**src/rtl/scan_mux_n_to_1.sv**
```systemverilog
// CH-to-1 registered multiplexer with manual select or auto-scan. Each channel is held
// for DWELL+1 clocks during a scan, and a one-clock wrap pulse marks the return to channel 0.
module scan_mux_n_to_1 #(
    parameter int CH      = 8,
    parameter int W       = 1,
    parameter int DWELL_W = 8,
    localparam int SEL_W  = (CH > 1) ? $clog2(CH) : 1
) (
    input  logic                 clk_i,
    input  logic                 rst_bar_i,
    input  logic                 en_bar_i,
    input  logic                 mode_i,
    input  logic [SEL_W-1:0]     s_i,
    input  logic [DWELL_W-1:0]   dwell_i,
    input  logic [CH*W-1:0]      in_i,
    output logic [W-1:0]         output_o,
    output logic [SEL_W-1:0]     ch_sel_o,
    output logic                 valid_o,
    output logic                 wrap_o
);

    // state  | meaning
    // IDLE   | disabled: output and valid cleared, channel select held
    // MANUAL | channel taken from s_i each clock
    // SCAN   | channels stepped 0..CH-1, DWELL+1 clocks each
    typedef enum logic [1:0] {IDLE, MANUAL, SCAN} state_e;

    localparam logic [SEL_W:0]   CH_NUM  = (SEL_W + 1)'(CH);
    localparam logic [SEL_W-1:0] CH_LAST = SEL_W'(CH - 1);

    state_e               state_q, state_d;
    logic [W-1:0]         data_q, data_d;
    logic [SEL_W-1:0]     ch_sel_q, ch_sel_d;
    logic                 valid_q, valid_d;
    logic                 wrap_q, wrap_d;
    logic [DWELL_W-1:0]   cnt_q, cnt_d;
    logic [SEL_W-1:0]     idx;
    logic                 idx_ok;

    always_ff @(posedge clk_i or negedge rst_bar_i) begin
        if (!rst_bar_i) begin
            state_q  <= IDLE;
            data_q   <= '0;
            ch_sel_q <= '0;
            valid_q  <= 1'b0;
            wrap_q   <= 1'b0;
            cnt_q    <= '0;
        end else begin
            state_q  <= state_d;
            data_q   <= data_d;
            ch_sel_q <= ch_sel_d;
            valid_q  <= valid_d;
            wrap_q   <= wrap_d;
            cnt_q    <= cnt_d;
        end
    end

    always_comb begin
        state_d  = IDLE;
        if (!en_bar_i) state_d = mode_i ? SCAN : MANUAL;
        data_d   = '0;
        ch_sel_d = ch_sel_q;
        wrap_d   = 1'b0;
        cnt_d    = '0;
        idx      = '0;
        idx_ok   = 1'b0;
        case (state_d)
            MANUAL: begin
                if ({1'b0, s_i} < CH_NUM) begin
                    idx      = s_i;
                    idx_ok   = 1'b1;
                    ch_sel_d = s_i;
                end
            end
            SCAN: begin
                idx_ok = 1'b1;
                // >= lets a lowered DWELL end the current dwell immediately
                if (state_q != SCAN) begin
                    idx = '0;
                end else if (cnt_q >= dwell_i) begin
                    idx    = (ch_sel_q == CH_LAST) ? '0 : ch_sel_q + 1'b1;
                    wrap_d = (ch_sel_q == CH_LAST);
                end else begin
                    idx   = ch_sel_q;
                    cnt_d = cnt_q + 1'b1;
                end
                ch_sel_d = idx;
            end
            default: ;
        endcase
        valid_d = idx_ok;
        for (int k = 0; k < CH; k++) begin
            if (idx_ok && idx == SEL_W'(k)) data_d = in_i[k*W +: W];
        end
    end

    assign output_o = data_q;
    assign ch_sel_o = ch_sel_q;
    assign valid_o  = valid_q;
    assign wrap_o   = wrap_q;

endmodule

```
**config.mk**
```make
export PLATFORM = sky130hd
export DESIGN_NAME = scan_mux_n_to_1
export DESIGN_NICKNAME = d
export VERILOG_FILES = /design/src/rtl/scan_mux_n_to_1.sv
export SDC_FILE = /design/constraint.sdc
export NUM_CORES = 1
export LEC_CHECK = 0
export BUFFER_PORTS_ARGS = -buffer_cell sky130_fd_sc_hd__buf_2
export CORE_ASPECT_RATIO = 0.5
export CORE_MARGIN = 2
export CORE_UTILIZATION = 27
export CTS_BUF_LIST = sky130_fd_sc_hd__clkbuf_8 sky130_fd_sc_hd__clkbuf_16
export DETAILED_ROUTE_END_ITERATION = 7
export REMOVE_ABC_BUFFERS = 1
export SETUP_SLACK_MARGIN = 0.05
export SYNTH_ARGS = -nofsm -noshare
export SYNTH_HDL_FRONTEND = slang
export SYNTH_SLANG_ARGS = --single-unit
```
**constraint.sdc**
```tcl
create_clock -name clk_i -period 2.4 [get_ports clk_i]
set_input_delay 0.12 -clock clk_i [delete_from_list [all_inputs] [get_ports clk_i]]
set_output_delay 0.12 -clock clk_i [all_outputs]
set_load 0.005 [all_outputs]
```
## Word-level counts from Yosys, hierarchy flattened

Cells that the tools add are included.

| word-level totals | value |
|---|---|
| register bits after elaboration | 16 |
| bits of input ports | 23 |
| output and inout port bits | 6 |
| word-level logic and storage cells | 53 |

| operators by class | value |
|---|---|
| add/subtract/negate cells | 2 |
| magnitude comparators | 1 |
| equality and inequality tests | 11 |
| mux-type cells | 22 |
| reductions and logical operators | 11 |

Operator list:

| operator | count |
|---|---|
| 8-bit two-way mux | 3 |
| 3-bit equality test (second input constant) | 5 |
| 1-bit two-way mux | 12 |
| 3-bit case mux with 2 select lines | 2 |
| 3-bit two-way mux | 3 |
| 8-bit by 1-bit adder with 8-bit output (second input constant) | 1 |
| 8-bit greater-or-equal comparator | 1 |
| 1-bit logical AND | 8 |
| 3-bit by 2-bit equality test with 1-bit output (second input constant) | 2 |
| 2-bit two-way mux | 2 |
| 3-bit by 1-bit adder with 3-bit output (second input constant) | 1 |
| 3-bit by 1-bit equality test with 1-bit output (second input constant) | 1 |
| 3-bit logical NOT | 1 |
| 2-bit by 1-bit equality test with 1-bit output (second input constant) | 1 |
| 2-bit equality test (second input constant) | 1 |
| 2-bit inequality test (second input constant) | 1 |
| 2-bit nonzero test | 1 |
| 2-bit OR reduction | 1 |

## Longest topological paths before layout

Gate-level depths: netlist of run 1.

| logic depth | value |
|---|---|
| word-level depth | 15 |
| mapped depth | 9 |
| mapped depth without buffers | 9 |

## Least setup slack after synthesis of run 1

OpenSTA, ideal clock, no wires.

| timing path | value |
|---|---|
| path kind | reg-to-reg |
| from | register cnt_q[2] |
| to | register data_q, in the netlist output_o |
| library setup time | 0.121 ns |
| data arrival time | 2.216 ns |
| data required time | 2.279 ns |
| path slack | 0.063 ns |
| stages on the path, launching flop included | 9 |
| buffers on the path | 0 |
| clock period less this slack | 2.337 ns |
| path through | dfrtp_1 > ha_1 > and3_1 > o21ai_1 > a311o_1 > and2_4 > a311o_1 > a2111oi_2 > and4bb_1 |

| between the ends | value |
|---|---|
| word-level cells in the longest chain between the ends | 14 |
| elaborated cells on any way between the ends | 28 |
| those cells by class | 1 x order compare; 7 x eq/ne; 11 x mux; 9 x reduce/logical |

RTL lines:

| what | RTL line | source |
|---|---|---|
| start, declared | 36 | `logic [DWELL_W-1:0] cnt_q, cnt_d;` |
| start signal, assigned | 54 | `cnt_q <= cnt_d;` |
| 8-bit greater-or-equal comparator (*) | 80 | `end else if (cnt_q >= dwell_i) begin` |
| 3-bit two-way mux (*) | 80 |  |
| 3-bit two-way mux (*) | 78 | `if (state_q != SCAN) begin` |
| 3-bit case mux with 2 select lines (*) | 67 | `case (state_d)` |
| 3-bit logical NOT | 93 | `if (idx_ok && idx == SEL_W'(k)) data_d = in_i[k*W +: W];` |
| 1-bit logical AND | 93 |  |
| 1-bit two-way mux (7 in a row) | 93 |  |
| 1-bit two-way mux (*) | 93 |  |
| net data_d | 32 | `logic [W-1:0] data_q, data_d;` |
| end signal, assigned | 50 | `data_q <= data_d;` |
| end, declared | 32 |  |

Mark *: on every way through the listed nets, which the timed path passes. The rest lies on a longest branch.
A chain may end at the register's enable or synchronous reset.

## Worst setup path in the final report of run 1

| timing path | value |
|---|---|
| from | register cnt_q[1] |
| to | register data_q, in the netlist output_o |

Same word-level chain as after synthesis.

==> results of run 1 <==
==> per-stage QoR <==
stage          cells  setup WS, ps  total power (uW)  utilization
2_1_floorplan    109          63.0               326            -
3_3_place_gp     195          12.5               370        0.362
3_5_place_dp     195         -16.3               371        0.362
4_1_cts          200          18.2               619        0.386
5_1_grt          200          -100               646        0.386
6_report         200          11.3               611        0.386
==> metal layers <==
metal / track usage / vias to the layer above / share of wire
met3: 0.0315 / 3 / 0.047
met4: 0.0269 / 0 / 0.0080
met5: 0 / - / 0
met2: 0.191 / 23 / 0.42
li1: - / 463 / -
met1: 0.167 / 415 / 0.53
==> timing repair <==
action | CTS | global route
endpoints found under the hold margin | 16 | 0
buffers inserted | 0 | 0
hold buffers | 1 | 0
pin swaps | 5 | 0
endpoints found under the setup margin | 1 | 1
resized for setup | 4 | 0
==> registers in the layout, indices dropped and copies added (netlist names) <==
signal and flops:
wrap_o 1, cnt_q 8, output_o 1, ch_sel_o 3, valid_o 1, state_q 2
==> cells in the mapped netlist, drive strengths merged <==
library cell | number | share of area
dfrtp | 16 | 0.38
nand2 | 14 | 0.050
ha | 11 | 0.13
nor2 | 11 | 0.039
inv | 10 | 0.036
nand3 | 7 | 0.033
a21oi | 4 | 0.019
and3 | 4 | 0.024
o21ai | 4 | 0.019
xor2 | 4 | 0.033
and2 | 3 | 0.020
a2111oi | 2 | 0.023
a21boi | 2 | 0.014
a311o | 2 | 0.019
a311oi | 2 | 0.033
nor2b | 2 | 0.014
o21a | 2 | 0.014
xnor2 | 2 | 0.017
a41oi | 1 | 0.0084
and3b | 1 | 0.0084
and4bb | 1 | 0.012
buf | 1 | 0.011
mux2 | 1 | 0.011
mux2i | 1 | 0.013
nand4 | 1 | 0.0060
o211ai | 1 | 0.0072
==> cell type report <==
class / instances / area [um2] / area share
well taps: 51 / 63.8 / 0.0464
inverters: 10 / 37.5 / 0.0273
repair buffers: 36 / 203 / 0.147
clock buffers: 4 / 55.1 / 0.0400
flip-flops and latches: 16 / 400 / 0.291
multi-input cells: 83 / 616 / 0.448
==> power by group <==
part	switching, uW	internal [uW]	total, uW
Sequential	6.45	279	285
Clock	96.0	146	242
Combinational	42.4	41.5	83.9
==> cells by family (layout without fill, tap and decap cells) <==
| family | Yosys count | in the layout | synth area share |
|---|---|---|---|
| adders and majority gates | 11 | 11 | 0.131 |
| xor gates and xnor gates | 6 | 6 | 0.0502 |
| buffers and inverters | 11 | 50 | 0.0466 |
| muxes | 2 | 2 | 0.0239 |
| and+or+nand+nor | 44 | 44 | 0.208 |
| AOI/OAI and AO/OA | 20 | 20 | 0.158 |
| DFF | 16 | 16 | 0.382 |
==> worst paths after layout <==
check                              to  slack [ps]  cells past startpoint
max in group asynchronous    cnt_q[2]        1820                      2
hold reg to reg              cnt_q[7]         550                      2
hold / removal             state_q[0]          70                      2
setup / recovery             output_o          10                      8
setup reg to reg             output_o          10                      8
min in group asynchronous    cnt_q[7]         310                      2
==> worst max-delay path, cell delays in order, from the launching register on <==
cell	delay [ps]
dfrtp_1	390
ha_1	280
nor2b_1	150
o211ai_1	100
a311o_2	440
and2_4	190
a311oi_4	350
nand4_1	140
and4bb_1	230
==> reports/summary.txt, run 1 <==
Tmin final = 2390 ps
Die Y-Extent = 48.0 um
Startpoint types = flop
Most frequent cells in the layout = buf_2, dfrtp_1, nand2_1
Worst endpoint required time = 2540 ps
Routed vias/inst = 4.52
Initial Util = 0.294
Mean Syn Cell Area = 9.52 um2
Gp weighted congestion = 0.881
Reg2reg start = cnt_q[1]
FF+latch count, synth = 16
Worst-Margin Slew = 411 ps
Crit-path max FO = 5
Final WL = 2390 um
TritonCTS clock tree = built
DIE WIDTH = 92.1 um
GRT overflow = 0
Pleak = 0.000698 uW
Clk_lat worst skew = 250 ps
Rows = 15
I/O pin count = 29
Final Setup Violations = 0
Skew final = 1.86 ps
Area Overhead vs Synth = 31.3%
Pre-antenna DRT Iters = 4
Syn. warnings = 0
DP Wirelength = 1910 um
Cell Area, Synth = 1050 um2
H-tree depth = 1
Core area = 3570 um2
Crit Path Class = flop to flop
Fin Setup TNS = 0 ps
Hold/Removal Path Class = input port to flop
CTS Buffer Depth = 2
Clk sinks = 16
Final net count = 184
Max-slew headroom = 0.726
Number of fill cells in the layout = 362
Clock-pin slew on the worst setup and hold paths = 60 ps
Max Cap Violations = 0
Num CTS Buffers = 3
Synthesized instance count = 110
DP Area = 1290 um2
Die area = 4420 um2
Ant diodes = 0
GRT Util Overall = 0.120
Antenna violations before repair = 0
Number of global-route vias before repair = 851
Final Hold Vio Count = 0
Fin Hold WS = 66.5 ps
WP data arrival = 2530 ps
DRT iter0 DRCs = 28
Pwr dens = 444 nW/um2
Post-route cell area = 1380 um2
First-pass GRT wire length = 4010 um
Largest net degree at the start of global routing = 17
Port Buffers = 28
Run status = finished, final reports clean
Endpoint class of the critical path = flop
Netlist cell types = 31
Register area share after synthesis = 0.382
Commonest non-fill, non-tap cell in the layout = buf_2
Vias = 904
Routed wire per std cell = 11.9 um
Slew Limit Fails = 0
Antenna Nets Post-Route = 0
Final worst-path cycle share = 0.995
Share of cells above drive strength 1 = 0.322
Root Driver = clkbuf_8
Drc violations = 0
Max Fclk = 419 MHz
Unrepaired setup endpoints after global routing = true
Hold path startpoint = mode_i
Maximum vdd drop = 0.138 mV
CP startpoint = cnt_q[1]
Note: power is estimated with default switching activity, not from simulation.
==> run 2: changes to the inputs <==
Settings changed: PLACE_DENSITY from default to 0.5.
==> reports/summary.txt, run 2 (synthesized netlist as in run 1, its figures left out) <==
Routed wire per std cell = 11.7 um (-1.7%)
Number of fill cells in the layout = 392 (+8.3%)
Final Setup Violations = 0 (unchanged)
Pleak = 0.000693 uW (-0.79%)
H-tree depth = 1 (unchanged)
Slew Limit Fails = 0 (unchanged)
Startpoint types = flop
Setup Buffers After CTS = 0 (unchanged)
Pre-antenna DRT Iters = 2 (-2)
Area Overhead vs Synth = 31.8%
TritonCTS clock tree = built
WP data arrival = 2500 ps (-30 ps)
Max Fclk = 423 MHz (+1.1%)
Final net count = 184 (unchanged)
Unrepaired setup endpoints after global routing = true
CTS Buffer Depth = 2 (unchanged)
Crit-path max FO = 5 (unchanged)
GRT overflow = 0 (unchanged)
DIE WIDTH = 92.1 um (unchanged)
Pwr dens = 414 nW/um2 (-6.8%)
Port Buffers = 28 (unchanged)
Crit Path Class = flop to flop
Tmin final = 2360 ps (-24.9 ps)
Sequential cell area = 400 um2 (unchanged)
Commonest non-fill, non-tap cell in the layout = buf_2
Maximum vdd drop = 0.187 mV (+36%)
Max reg flops = 8 (unchanged)
Rows = 15 (unchanged)
Skew final = 3.40 ps (+1.54 ps)
Die Y-Extent = 48.0 um (unchanged)
Number of global-route vias before repair = 796 (-6.5%)
Root Driver = clkbuf_8
Drc violations = 0 (unchanged)
Gp weighted congestion = 0.761 (-14%)
Core area = 3570 um2 (unchanged)
Max-slew headroom = 0.727 (+0.00104)
Routed vias/inst = 4.46 (-1.3%)
Num CTS Buffers = 3 (unchanged)
Final Hold Vio Count = 0 (unchanged)
Clk_lat worst skew = 250 ps (about the same)
Clk sinks = 16 (unchanged)
Max Cap Violations = 0 (unchanged)
DP Area = 1290 um2 (unchanged)
Final WL = 2340 um (-2.2%)
DP Wirelength = 1890 um (-1.3%)
Switching Share = 0.246 (+0.00909)
Post-Layout Cell Count = 199 (-0.50%)
Net switching power = 141 uW (-2.8%)
Antenna violations before repair = 0 (unchanged)
Die area = 4420 um2 (unchanged)
DP Cell Count = 195 (unchanged)
Antenna Nets Post-Route = 0 (unchanged)
Run status = finished, final reports clean
Post-route cell area = 1380 um2 (+0.36%)
Most frequent cells in the layout = buf_2, dfrtp_1, nand2_1
Footprint of the multi-input gates = 634 um2 (+3.0%)
DRT iter0 DRCs = 11 (-61%)
Combinational power share = 0.145 (+0.008)
Hold/Removal Path Class = input port to flop
Worst-Margin Slew = 409 ps (-1.55 ps)
Initial Util = 0.294 (unchanged)
GRT Util Overall = 0.112 (-0.00815)
First-pass GRT wire length = 3690 um (-7.9%)
I/O pin count = 29 (unchanged)
Ant diodes = 0 (unchanged)
Largest net degree at the start of global routing = 17 (unchanged)
Clk pwr share = 0.353 (-0.043)
Final worst-path cycle share = 0.985 (-0.0104)
Internal power = 431 uW (-7.5%)
Vias = 888 (-1.8%)
Reg with most FFs = cnt_q
Clock-pin slew on the worst setup and hold paths = 60 ps (about the same)
Endpoint class of the critical path = flop
Share of cells above drive strength 1 = 0.351 (+0.0292)
Worst endpoint required time = 2530 ps (about the same)
Part of the power in registers = 0.502 (+0.035)
run 2: cell types whose count changed in the layout (fill, tap and decap cells not counted), sizes merged:
| cell | previous run | this run |
|---|---|---|
| clkbuf | 4 | 3 |
run 2: what timing repair did:
item,CTS,global route
hold endpoints to repair,16,0
endpoints found under the setup margin,1,1
pin swaps,4,2
hold buffers,1,0
gates resized for setup,4,7
run 2: metrics by stage:
| stage | utilization | hold WS (ps) | total power (uW) | worst slack [ps] | TNS [ps] |
|---|---|---|---|---|---|
| 2_1_floorplan | - | -176 | 326 | 63.0 | 0 |
| 3_3_place_gp | 0.362 | 64.0 | 370 | 29.8 | 0 |
| 3_5_place_dp | 0.362 | 59.8 | 371 | -31.0 | -31.0 |
| 4_1_cts | 0.380 | 59.6 | 579 | 18.8 | 0 |
| 5_1_grt | 0.387 | 56.4 | 605 | -122 | -122 |
| 6_report | 0.387 | 60.7 | 571 | 36.3 | 0 |
run 2: worst max-delay path, cell delays in order, from the launching register on:
cell	delay, ps
dfrtp_1	390
ha_1	280
and3_1	150
o21ai_1	60
a311o_2	440
and2_4	190
a311oi_4	360
a41oi_2	150
and4bb_1	220
run 2: area by class of cell:
class | count | area share
flip-flops and latches | 16 | 0.290
inverters | 10 | 0.0272
multi-input cells | 83 | 0.460
repair buffers | 36 | 0.147
well taps | 51 | 0.0462
clock buffers | 3 | 0.0299
run 2: metal layers:
| layer | wire [um] | track usage | up-vias | part of all wire |
|---|---|---|---|---|
| met4 | 19 | 0.0358 | 0 | 0.0081 |
| met5 | 0 | 0 | - | 0 |
| li1 | - | - | 465 | - |
| met2 | 1050 | 0.191 | 15 | 0.45 |
| met1 | 1190 | 0.147 | 406 | 0.51 |
| met3 | 79 | 0.0252 | 2 | 0.034 |
run 2: worst paths after layout:
path | startpoint | endpoint | slack, ps | cells past startpoint
max | cnt_q[1] | output_o | 40 | 8
min | en_bar_i | state_q[1] | 60 | 2
max reg2reg | cnt_q[1] | output_o | 40 | 8
min reg2reg | cnt_q[0] | cnt_q[0] | 540 | 2
max in group asynchronous | rst_bar_i | wrap_o | 1810 | 2
min in group asynchronous | rst_bar_i | cnt_q[2] | 320 | 2
run 2: power by group through the flow:
| stage | Sequential, uW | Combinational (uW) | Clock, uW |
|---|---|---|---|
| after floorplan | 291 | 35.1 | 0 |
| after global placement | 292 | 78.5 | 0 |
| after detailed placement | 292 | 79.5 | 0 |
| after CTS | 287 | 81.7 | 210 |
| after global routing | 288 | 95.4 | 222 |
| final | 287 | 82.8 | 202 |
==> run 3: changes to the inputs <==
Settings changed: CORE_ASPECT_RATIO 0.5 to default.
==> reports/summary.txt, run 3 (synthesized netlist as in run 1, its figures left out) <==
Run status = finished with violations
Failing checks = negative setup slack
First-pass GRT wire length = 3930 um (+6.6%)
Largest net degree at the start of global routing = 17 (unchanged)
Vias = 909 (+2.4%)
Share of cells above drive strength 1 = 0.320 (-0.0314)
Clk_lat worst skew = 250 ps (about the same)
Max reg flops = 8 (unchanged)
Crit Path Class = flop to flop
Footprint of the multi-input gates = 612 um2 (-3.6%)
Pwr dens = 440 nW/um2 (+6.3%)
Startpoint types = flop
DP Wirelength = 1860 um (-1.4%)
GRT overflow = 0 (unchanged)
Die area = 4390 um2 (-0.68%)
Worst endpoint required time = 2540 ps (about the same)
Commonest non-fill, non-tap cell in the layout = buf_2
Pre-antenna DRT Iters = 4 (+2)
Max Cap Violations = 0 (unchanged)
I/O pin count = 29 (unchanged)
Sequential cell area = 400 um2 (unchanged)
Number of global-route vias before repair = 927 (+16%)
Antenna Nets Post-Route = 0 (unchanged)
Final worst-path cycle share = 1.01 (+0.0264)
Post-Layout Cell Count = 198 (-0.50%)
GRT Util Overall = 0.118 (+0.00605)
Initial Util = 0.284 (-0.00976)
Port Buffers = 28 (unchanged)
Final net count = 185 (+0.54%)
Die Y-Extent = 66.3 um (+38%)
DRT iter0 DRCs = 10 (-1)
Max-slew headroom = 0.733 (+0.00571)
Routed wire per std cell = 11.8 um (+0.16%)
Routed vias/inst = 4.59 (+2.9%)
Num CTS Buffers = 3 (unchanged)
Number of fill cells in the layout = 388 (-1.0%)
Final WL = 2330 um (-0.34%)
DP Area = 1280 um2 (-0.87%)
Crit-path max FO = 5 (unchanged)
Drc violations = 0 (unchanged)
Antenna violations before repair = 0 (unchanged)
Final Hold Vio Count = 0 (unchanged)
Worst-Margin Slew = 401 ps (-8.56 ps)
Most frequent cells in the layout = buf_2, dfrtp_1, nand2_1
Final setup margin = -27.1 ps (-63.4 ps)
Skew final = 5.74 ps (+2.34 ps)
Tmin final = 2430 ps (+63.4 ps)
Max Fclk = 412 MHz (-2.6%)
Clock-pin slew on the worst setup and hold paths = 70 ps (about the same)
Rows = 22 (+7)
Clk sinks = 16 (unchanged)
Maximum vdd drop = 0.190 mV (+1.2%)
Ant diodes = 0 (unchanged)
Reg with most FFs = cnt_q
H-tree depth = 1 (unchanged)
WP data arrival = 2570 ps (+70 ps)
TritonCTS clock tree = built
DP Cell Count = 191 (-2.1%)
Slew Limit Fails = 0 (unchanged)
Core area = 3690 um2 (+3.4%)
Unrepaired setup endpoints after global routing = true
Hold/Removal Path Class = input port to flop
CTS Buffer Depth = 2 (unchanged)
Area Overhead vs Synth = 31.3%
Root Driver = clkbuf_8
DIE WIDTH = 66.3 um (-28%)
Pleak = 0.000703 uW (+1.5%)
Endpoint class of the critical path = flop
Final Setup Violations = 1 (+1)
Gp weighted congestion = 0.726 (-4.7%)
Post-route cell area = 1380 um2 (-0.36%)
-- run 3: cell count changes in the layout (fill, tap and decap cells not counted), sizes merged --
| cell | change |
|---|---|
| clkbuf | +1 |
| buf | +1 |
-- run 3: worst max-delay path: stages (launching register included) --
cell,delay (ps)
dfrtp_1,380
ha_1,280
nor2b_1,130
o211ai_1,90
a311o_2,440
and2_4,210
a311o_1,360
a2111oi_2,210
and4bb_1,220
-- run 3: path summary, 6_finish.rpt --
kind / start / end / slack, ps / depth (start not counted)
max: cnt_q[1] / output_o / -30 / 8
min: mode_i / state_q[0] / 60 / 2
max reg2reg: cnt_q[1] / output_o / -30 / 8
min reg2reg: cnt_q[0] / cnt_q[0] / 540 / 2
max in group asynchronous: rst_bar_i / cnt_q[4] / 1830 / 2
min in group asynchronous: rst_bar_i / ch_sel_o[1] / 300 / 2
-- run 3: power by group --
part	leakage, uW	switching, uW	internal [uW]
clock network	0.0000288	93.3	145
logic	0.000460	39.6	39.8
registers	0.000215	8.17	279
-- run 3: repair_timing --
action                                  CTS  global route
endpoints found under the setup margin    1             1
buffers inserted                          2             0
hold buffers                              1             0
resized for setup                         3             1
endpoints found under the hold margin    16             0
pin swaps                                 2             0
-- run 3: cell type report --
class                   count  share of cell area
inverters                  10              0.0273
repair buffers             37               0.153
multi-input cells          83               0.445
well taps                  48              0.0437
flip-flops and latches     16               0.291
clock buffers               4              0.0400
-- run 3: layer usage --
layer / wire, um / global-route usage / vias to the layer above
met5: 0 / 0 / -
met3: 122 / 0.0204 / 4
met4: 14 / 0.0536 / 0
li1: - / - / 468
met2: 1090 / 0.196 / 32
met1: 1100 / 0.147 / 405
-- run 3: through the flow --
stage	TNS [ps]	hold slack, ps	worst slack [ps]	util	total power (uW)
CTS	-28.4	54.8	-28.4	0.371	617
global placement	-6.35	60.0	-6.35	0.347	368
finish	-27.1	63.3	-27.1	0.373	605
floorplan	0	-176	63.0	-	326
global route	-170	58.2	-170	0.373	642
detailed placement	-112	53.5	-112	0.347	369
